### src/rtl/aram_arbiter.sv
// aram_arbiter: shares the single-ported 64 KiB ARAM between the DSP (fixed priority) and the SPC700 CPU (bounded wait).
// Ports: clock/reset (async, active-low); dsp_* and cpu_* request bundles (req, we, addr, wdata) with
// combinational gnt and registered rvalid plus passthrough rdata; ram_* drives the synchronous ARAM macro.
// Optional ARAM_ARB_STATS_EN adds cpu_stall_count and forced_grant_count (16-bit, saturating).
module aram_arbiter #(
  parameter int MAX_WAIT = 7
) (
  input  logic        clock,
  input  logic        reset,
  input  logic        dsp_req,
  input  logic        dsp_we,
  input  logic [15:0] dsp_addr,
  input  logic [7:0]  dsp_wdata,
  output logic        dsp_gnt,
  output logic        dsp_rvalid,
  output logic [7:0]  dsp_rdata,
  input  logic        cpu_req,
  input  logic        cpu_we,
  input  logic [15:0] cpu_addr,
  input  logic [7:0]  cpu_wdata,
  output logic        cpu_gnt,
  output logic        cpu_rvalid,
  output logic [7:0]  cpu_rdata,
  output logic [15:0] ram_address,
  output logic [7:0]  ram_wdata,
  output logic        ram_we,
  input  logic [7:0]  ram_rdata
`ifdef ARAM_ARB_STATS_EN
  ,
  output logic [15:0] cpu_stall_count,
  output logic [15:0] forced_grant_count
`endif
);
  localparam logic [7:0] MAX_W = 8'(MAX_WAIT);
  logic [7:0] wait_cnt_q, wait_cnt_d;
  logic       rd_valid_q, rd_valid_d;
  logic       rd_owner_q, rd_owner_d;
  logic       force_c;
  always_comb begin
    force_c     = dsp_req & cpu_req & (wait_cnt_q == MAX_W);
    dsp_gnt     = reset & dsp_req & ~force_c;
    cpu_gnt     = reset & cpu_req & (~dsp_req | force_c);
    ram_address = dsp_gnt ? dsp_addr : cpu_gnt ? cpu_addr : 16'h0;
    ram_wdata   = dsp_gnt ? dsp_wdata : cpu_gnt ? cpu_wdata : 8'h0;
    ram_we      = (dsp_gnt & dsp_we) | (cpu_gnt & cpu_we);
    wait_cnt_d  = cpu_gnt ? 8'h0 : (cpu_req & dsp_gnt & (wait_cnt_q < MAX_W)) ? wait_cnt_q + 8'h1 : wait_cnt_q;
    rd_valid_d  = (dsp_gnt & ~dsp_we) | (cpu_gnt & ~cpu_we);
    // tag stays put across idle/write cycles; only a read grant retargets it (0 = DSP, 1 = CPU)
    rd_owner_d  = (cpu_gnt & ~cpu_we) ? 1'b1 : (dsp_gnt & ~dsp_we) ? 1'b0 : rd_owner_q;
    dsp_rvalid  = rd_valid_q & ~rd_owner_q;
    cpu_rvalid  = rd_valid_q & rd_owner_q;
    dsp_rdata   = ram_rdata;
    cpu_rdata   = ram_rdata;
  end
  always_ff @(posedge clock or negedge reset) begin
    if (!reset) begin
      wait_cnt_q <= 8'h0;
      rd_valid_q <= 1'b0;
      rd_owner_q <= 1'b0;
    end else begin
      wait_cnt_q <= wait_cnt_d;
      rd_valid_q <= rd_valid_d;
      rd_owner_q <= rd_owner_d;
    end
  end
`ifdef ARAM_ARB_STATS_EN
  logic [15:0] stall_q, stall_d, forced_q, forced_d;
  always_comb begin
    stall_d  = (cpu_req & ~cpu_gnt & (stall_q != 16'hFFFF)) ? stall_q + 16'h1 : stall_q;
    forced_d = (cpu_gnt & force_c & (forced_q != 16'hFFFF)) ? forced_q + 16'h1 : forced_q;
    cpu_stall_count    = stall_q;
    forced_grant_count = forced_q;
  end
  always_ff @(posedge clock or negedge reset) begin
    if (!reset) begin
      stall_q  <= 16'h0;
      forced_q <= 16'h0;
    end else begin
      stall_q  <= stall_d;
      forced_q <= forced_d;
    end
  end
`endif
endmodule

### config.mk
export PLATFORM = sky130hd
export DESIGN_NAME = aram_arbiter
export DESIGN_NICKNAME = d
export VERILOG_FILES = /design/src/rtl/aram_arbiter.sv
export SDC_FILE = /design/constraint.sdc
export NUM_CORES = 1
export LEC_CHECK = 0
export ABC_AREA = 1
export ABC_CLOCK_PERIOD_IN_PS = 2100
export CORE_UTILIZATION = 28
export CTS_CLUSTER_SIZE = 16
export DETAILED_ROUTE_END_ITERATION = 8
export PLACE_DENSITY_LB_ADDON = 0.12
export SKIP_LAST_GASP = 1
export SYNTH_ARGS = -nofsm -noshare
export SYNTH_HDL_FRONTEND = slang
export SYNTH_SLANG_ARGS = --single-unit
### constraint.sdc
create_clock -name clock -period 2.1 [get_ports clock]
set_input_delay 0.42 -clock clock [delete_from_list [all_inputs] [get_ports clock]]
set_output_delay 0.42 -clock clock [all_outputs]
set_load 0.005 [all_outputs]
# Word-level counts from Yosys, hierarchy flattened
# Index checks and enable logic that the tools add are counted.
dict set report word_totals {
  word_cells 38
  ff_bits 10
  output_inout_bits 45
}
dict set report classes {
  n_mux 8
  n_eq_ne 1
  order_cmp 1
  n_addsub 1
  n_bitwise 22
  reduce_logical 2
}
# op count
set op_table {}
lappend op_table {{16-bit 2-to-1 mux} 2}
lappend op_table {{8-bit 2-to-1 mux} 4}
lappend op_table {{1-bit AND} 14}
lappend op_table {{8-bit by 1-bit adder with 8-bit output, second input constant} 1}
lappend op_table {{8-bit by 3-bit == test with 1-bit output, second input constant} 1}
lappend op_table {{8-bit by 3-bit < comparator with 1-bit output, second input constant} 1}
lappend op_table {{1-bit NOT} 5}
lappend op_table {{2-bit nonzero test} 2}
lappend op_table {{1-bit bitwise OR} 3}
lappend op_table {{1-bit 2-to-1 mux} 2}

# Longest topological paths before layout
dict set report logic_depth {
  depth_word 8
  mapped_depth 11
}

# Worst setup path after synthesis
# No wires, ideal clock.
dict set report synth_path {
  kind {register -> output}
  start {reg wait_cnt_q[0]}
  end {out ram_address[10]}
  t_arrival_ps 1357
  path_stages_with_launch 12
  n_path_buf 2
  t_required_ps 1680
  slack_ps 323
  path_cell_list {dfrtp_1 > ha_1 > nand2_1 > nor2_1 > nand2_1 > nand2_2 > nand2_4 > clkinv_2 > buf_6 > buf_6 > nand2_1 > nand2_1}
}
dict set report synth_between {
  elab_chain_cells 6
  word_cells_on_any_way 8
  cone_classes {eq/ne: 1; mux: 2; bitwise: 5}
}
# item line_no
set synth_lines {}
lappend synth_lines {{start, declared} 35} ;# logic [7:0] wait_cnt_q, wait_cnt_d;
lappend synth_lines {{start signal, assigned} 61} ;# wait_cnt_q <= wait_cnt_d;
lappend synth_lines {{8-bit by 3-bit == test with 1-bit output *} 40} ;# force_c = dsp_req & cpu_req & (wait_cnt_q == MAX_W);
lappend synth_lines {{1-bit AND *} 40}
lappend synth_lines {{1-bit bitwise OR} 42} ;# cpu_gnt = reset & cpu_req & (~dsp_req | force_c);
lappend synth_lines {{1-bit AND} 42}
lappend synth_lines {{16-bit 2-to-1 mux} 43} ;# ram_address = dsp_gnt ? dsp_addr : cpu_gnt ? cpu_addr : 16'h0;
lappend synth_lines {{16-bit 2-to-1 mux *} 43}
lappend synth_lines {{end, declared} 24} ;# output logic [15:0] ram_address,
# Mark *: on every way between the ends. The rest lies on a longest branch, timed or not.

# Worst setup path after layout
dict set report layout_path {
  start {reg wait_cnt_q[1]}
  end {out ram_wdata[2]}
}
dict set report layout_between {
  elab_chain_cells 6
  word_cells_on_any_way 8
  cone_classes {eq/ne: 1; mux: 2; bitwise: 5}
}
# item line_no
set layout_lines {}
lappend layout_lines {{8-bit by 3-bit == test with 1-bit output *} 40}
lappend layout_lines {{1-bit AND *} 40}
lappend layout_lines {{1-bit bitwise OR} 42}
lappend layout_lines {{1-bit AND} 42}
lappend layout_lines {{8-bit 2-to-1 mux} 44} ;# ram_wdata = dsp_gnt ? dsp_wdata : cpu_gnt ? cpu_wdata : 8'h0;
lappend layout_lines {{8-bit 2-to-1 mux *} 44}
lappend layout_lines {{end, declared} 25} ;# output logic [7:0] ram_wdata,
# Marks and branches as above.

==> metrics.cfg <==
[run_status]
status = finished, violations left
violations = negative setup slack

[floorplanning]
start_util_pct = 29.1
core_region_area_um2 = 3340
die_x_um = 60.9
die-area_um2 = 3700
io_pins = 107
num_rows = 21
fp.dieH_um = 60.9

[route]
ant_nets = 0
viasPerCell = 4.26
routed_wl_um = 3400
drc_errors = 0
dr.pass1.iters = 5
vias = 1317
routedWlPerCell_um = 11.0
drt-initial-drc-count = 39

[clock_network]
clockBufferDepth = 2
cts_max_level = 1
clkSlewWorstSetupHoldPaths_ns = 0.07
cts_buffers = 3
cts.sinks = 10
cts_tree = done
cts_root_buf = clkbuf_4
clkLatencyLatePin_ns = 0.26

[critical_path]
crit_required_ns = 1.68
path_cells = ha_4 > nand2_2 > nor2_2 > nand2_1 > nand2_2 > nand2_4 > inv_8 > buf_12 > buf_4 > nand2_1 > nand2_1 > clkbuf_2
max_stage_delay_ns = 0.42
path_buf_inv = 4
r2r_start = wait_cnt_q[1]
crit_path_start = wait_cnt_q[1]
crit_type = reg2out
critPathMaxFanout = 10
path_common_cell = nand2_1
cp.arrival_ns = 1.73
cp-end-kind = output port
path_delay_family = simple AND/OR/NAND/NOR gates
crit_path_top_delay_cell = dfrtp_1
start_kind = flip-flop

[finish]
fillers = 322
stdcell_area_um2 = 2160
final_util_pct = 64.9
drive_gt1_share_pct = 39.5
n_antenna_cell = 0
syn_to_final_growth_pct = 123
final_nets = 327
final_cells = 309

[synthesis]
yosys_warnings = 0
syn_area_per_cell_um2 = 5.81
yosysSeqAreaShare_pct = 25.8
syn-cell-area_um2 = 970
ys_seq_elements = 10
netlist_instances = 167
synth.distinct_cells = 18
synth_nets = 230

[power]
vdd_drop_max_mv = 0.255
p_leak_nw = 1.16
p_total_uw = 878
power_density_nw_per_um2 = 406

[sta]
rsz0062_at_grt = true
finClkSkew_ns = 0.00226
worst_slew_pin_slew_ns = 0.215
hold_viol = 0
fmax_mhz = 464
period_minus_slack_ns = 2.15
maxSlewViolCount = 0
setup_violations = 14
tns_ns = -0.423
timing.final.crit_share_pct = 103
slew_headroom_pct = 85.6
worst_slack_ns = -0.0532

[grt]
grt-ovfl-total = 0
grt_pass1_vias = 1220
grt_max_degree = 11
grt_usage_pct = 18.7
antenna_found_initial = 0
grt_pass1_wl_um = 5060

[placed_design]
place_area_um2 = 1860
io_buffers = 82
dpl.hpwl_um = 2520
gp_congestion = 0.797
dp.cells = 292

[flow_run]
max_cap_violations = 0

[worst_hold_path]
min_path_type = in2async

==> through the flow <==
stage | worst slack, ns | hold slack (ns)
after global placement | -0.454 | 0.481
after global routing | -0.144 | 0.285
after CTS | -0.178 | 0.269
after detailed placement | -0.453 | 0.485
final | -0.0532 | 0.259
after floorplan | 0.323 | 0.124
==> metal layers <==
layer	global-route usage [%]	share of wire (%)	wire [µm]	vias up
met3	4.05	5.8	198	4
met5	0	0	0	-
met1	21.9	40	1350	573
met4	7.79	1.5	51	0
li1	-	-	-	676
met2	33.0	53	1810	64
==> what timing repair did <==
action	CTS	global route
hold buffers	0	0
setup endpoints to repair	27	27
cloned	3	0
gates resized for setup	108	59
buffers inserted	9	2
pin swaps	14	15
==> flip-flops by register name, indices dropped and copies added, names as in the netlist <==
register    cells
wait_cnt_q      8
rd_owner_q      1
rd_valid_q      1
==> final timing paths <==
check / end / slack [ns] / cells after the start
setup reg to reg: rd_valid_q / 0.47 / 12
setup / recovery: ram_wdata[2] / -0.05 / 12
hold reg to reg: wait_cnt_q[5] / 0.51 / 2
min in group clock: wait_cnt_q[5] / 0.51 / 2
hold / removal: rd_owner_q / 0.26 / 2
max in group asynchronous: wait_cnt_q[7] / 1.67 / 2
==> cells in the final DEF (no fill, tap or decap), types with 2 or more instances in the layout <==
master and count:
nand3_1 8, buf_12 6, nand2_1 60, clkdlybuf4s50_1 52, buf_2 10, nor2_2 4, nand2_2 25, buf_16 2
dlygate4sd2_1 4, dfrtp_1 10, buf_4 18, o21ai_0 2, nand2_4 9, nor2_1 6, inv_1 12, buf_6 12
clkbuf_2 9, clkbuf_4 3, a21oi_1 2
==> power breakdown <==
part,internal (mW),switching (mW),total (mW)
registers,0.224,0.0302,0.254
clock network,0.105,0.0694,0.175
logic,0.275,0.174,0.449
total,0.605,0.274,0.878
==> cell usage after synthesis <==
library cell  instances  area [µm²]
nor2_1               10        37.5
nand3b_1              1        7.51
clkinv_2              1        5.00
buf_2                 3        15.0
inv_2                 1        3.75
xnor2_1               1        8.76
nand2_4               1        11.3
nand2_2               1        6.26
o21ai_0               3        15.0
ha_1                  1        12.5
buf_4                16         120
xor2_1                1        8.76
a21oi_1               2        10.0
dfrtp_1              10         250
buf_6                 2        22.5
inv_1                12        45.0
nand2_1              92         345
nand3_1               9        45.0
==> cells by family (layout without fill, tap and decap cells) <==
group	after synthesis	in the layout	share of synthesized area, %
xor gates and xnor gates	2	2	1.81
adders and majority gates	1	1	1.29
and+or+nand+nor	114	114	46.7
DFF	10	10	25.8
AOI/OAI and AO/OA	5	5	2.58
buffers and inverters	35	131	21.8
==> worst reg2reg max path: stages (launching register included) <==
cell,delay (ns)
dfrtp_1,0.42
ha_4,0.19
nand2_2,0.07
nor2_2,0.03
nand2_1,0.07
nand2_2,0.08
nand2_4,0.10
inv_8,0.05
buf_12,0.13
buf_6,0.12
buf_4,0.12
nand2_1,0.06
o21ai_0,0.08
==> final cells by class <==
| type | count | area [µm²] | area share, % |
|---|---|---|---|
| Sequential cell | 10 | 250 | 11.6 |
| Clock buffer | 4 | 36.3 | 1.68 |
| Timing Repair Buffer | 113 | 1100 | 50.6 |
| Multi-Input combinational cell | 122 | 659 | 30.5 |
| Inverter | 14 | 65.1 | 3.01 |
| Tap cell | 46 | 57.6 | 2.66 |
(Power assumes the default switching activity.)
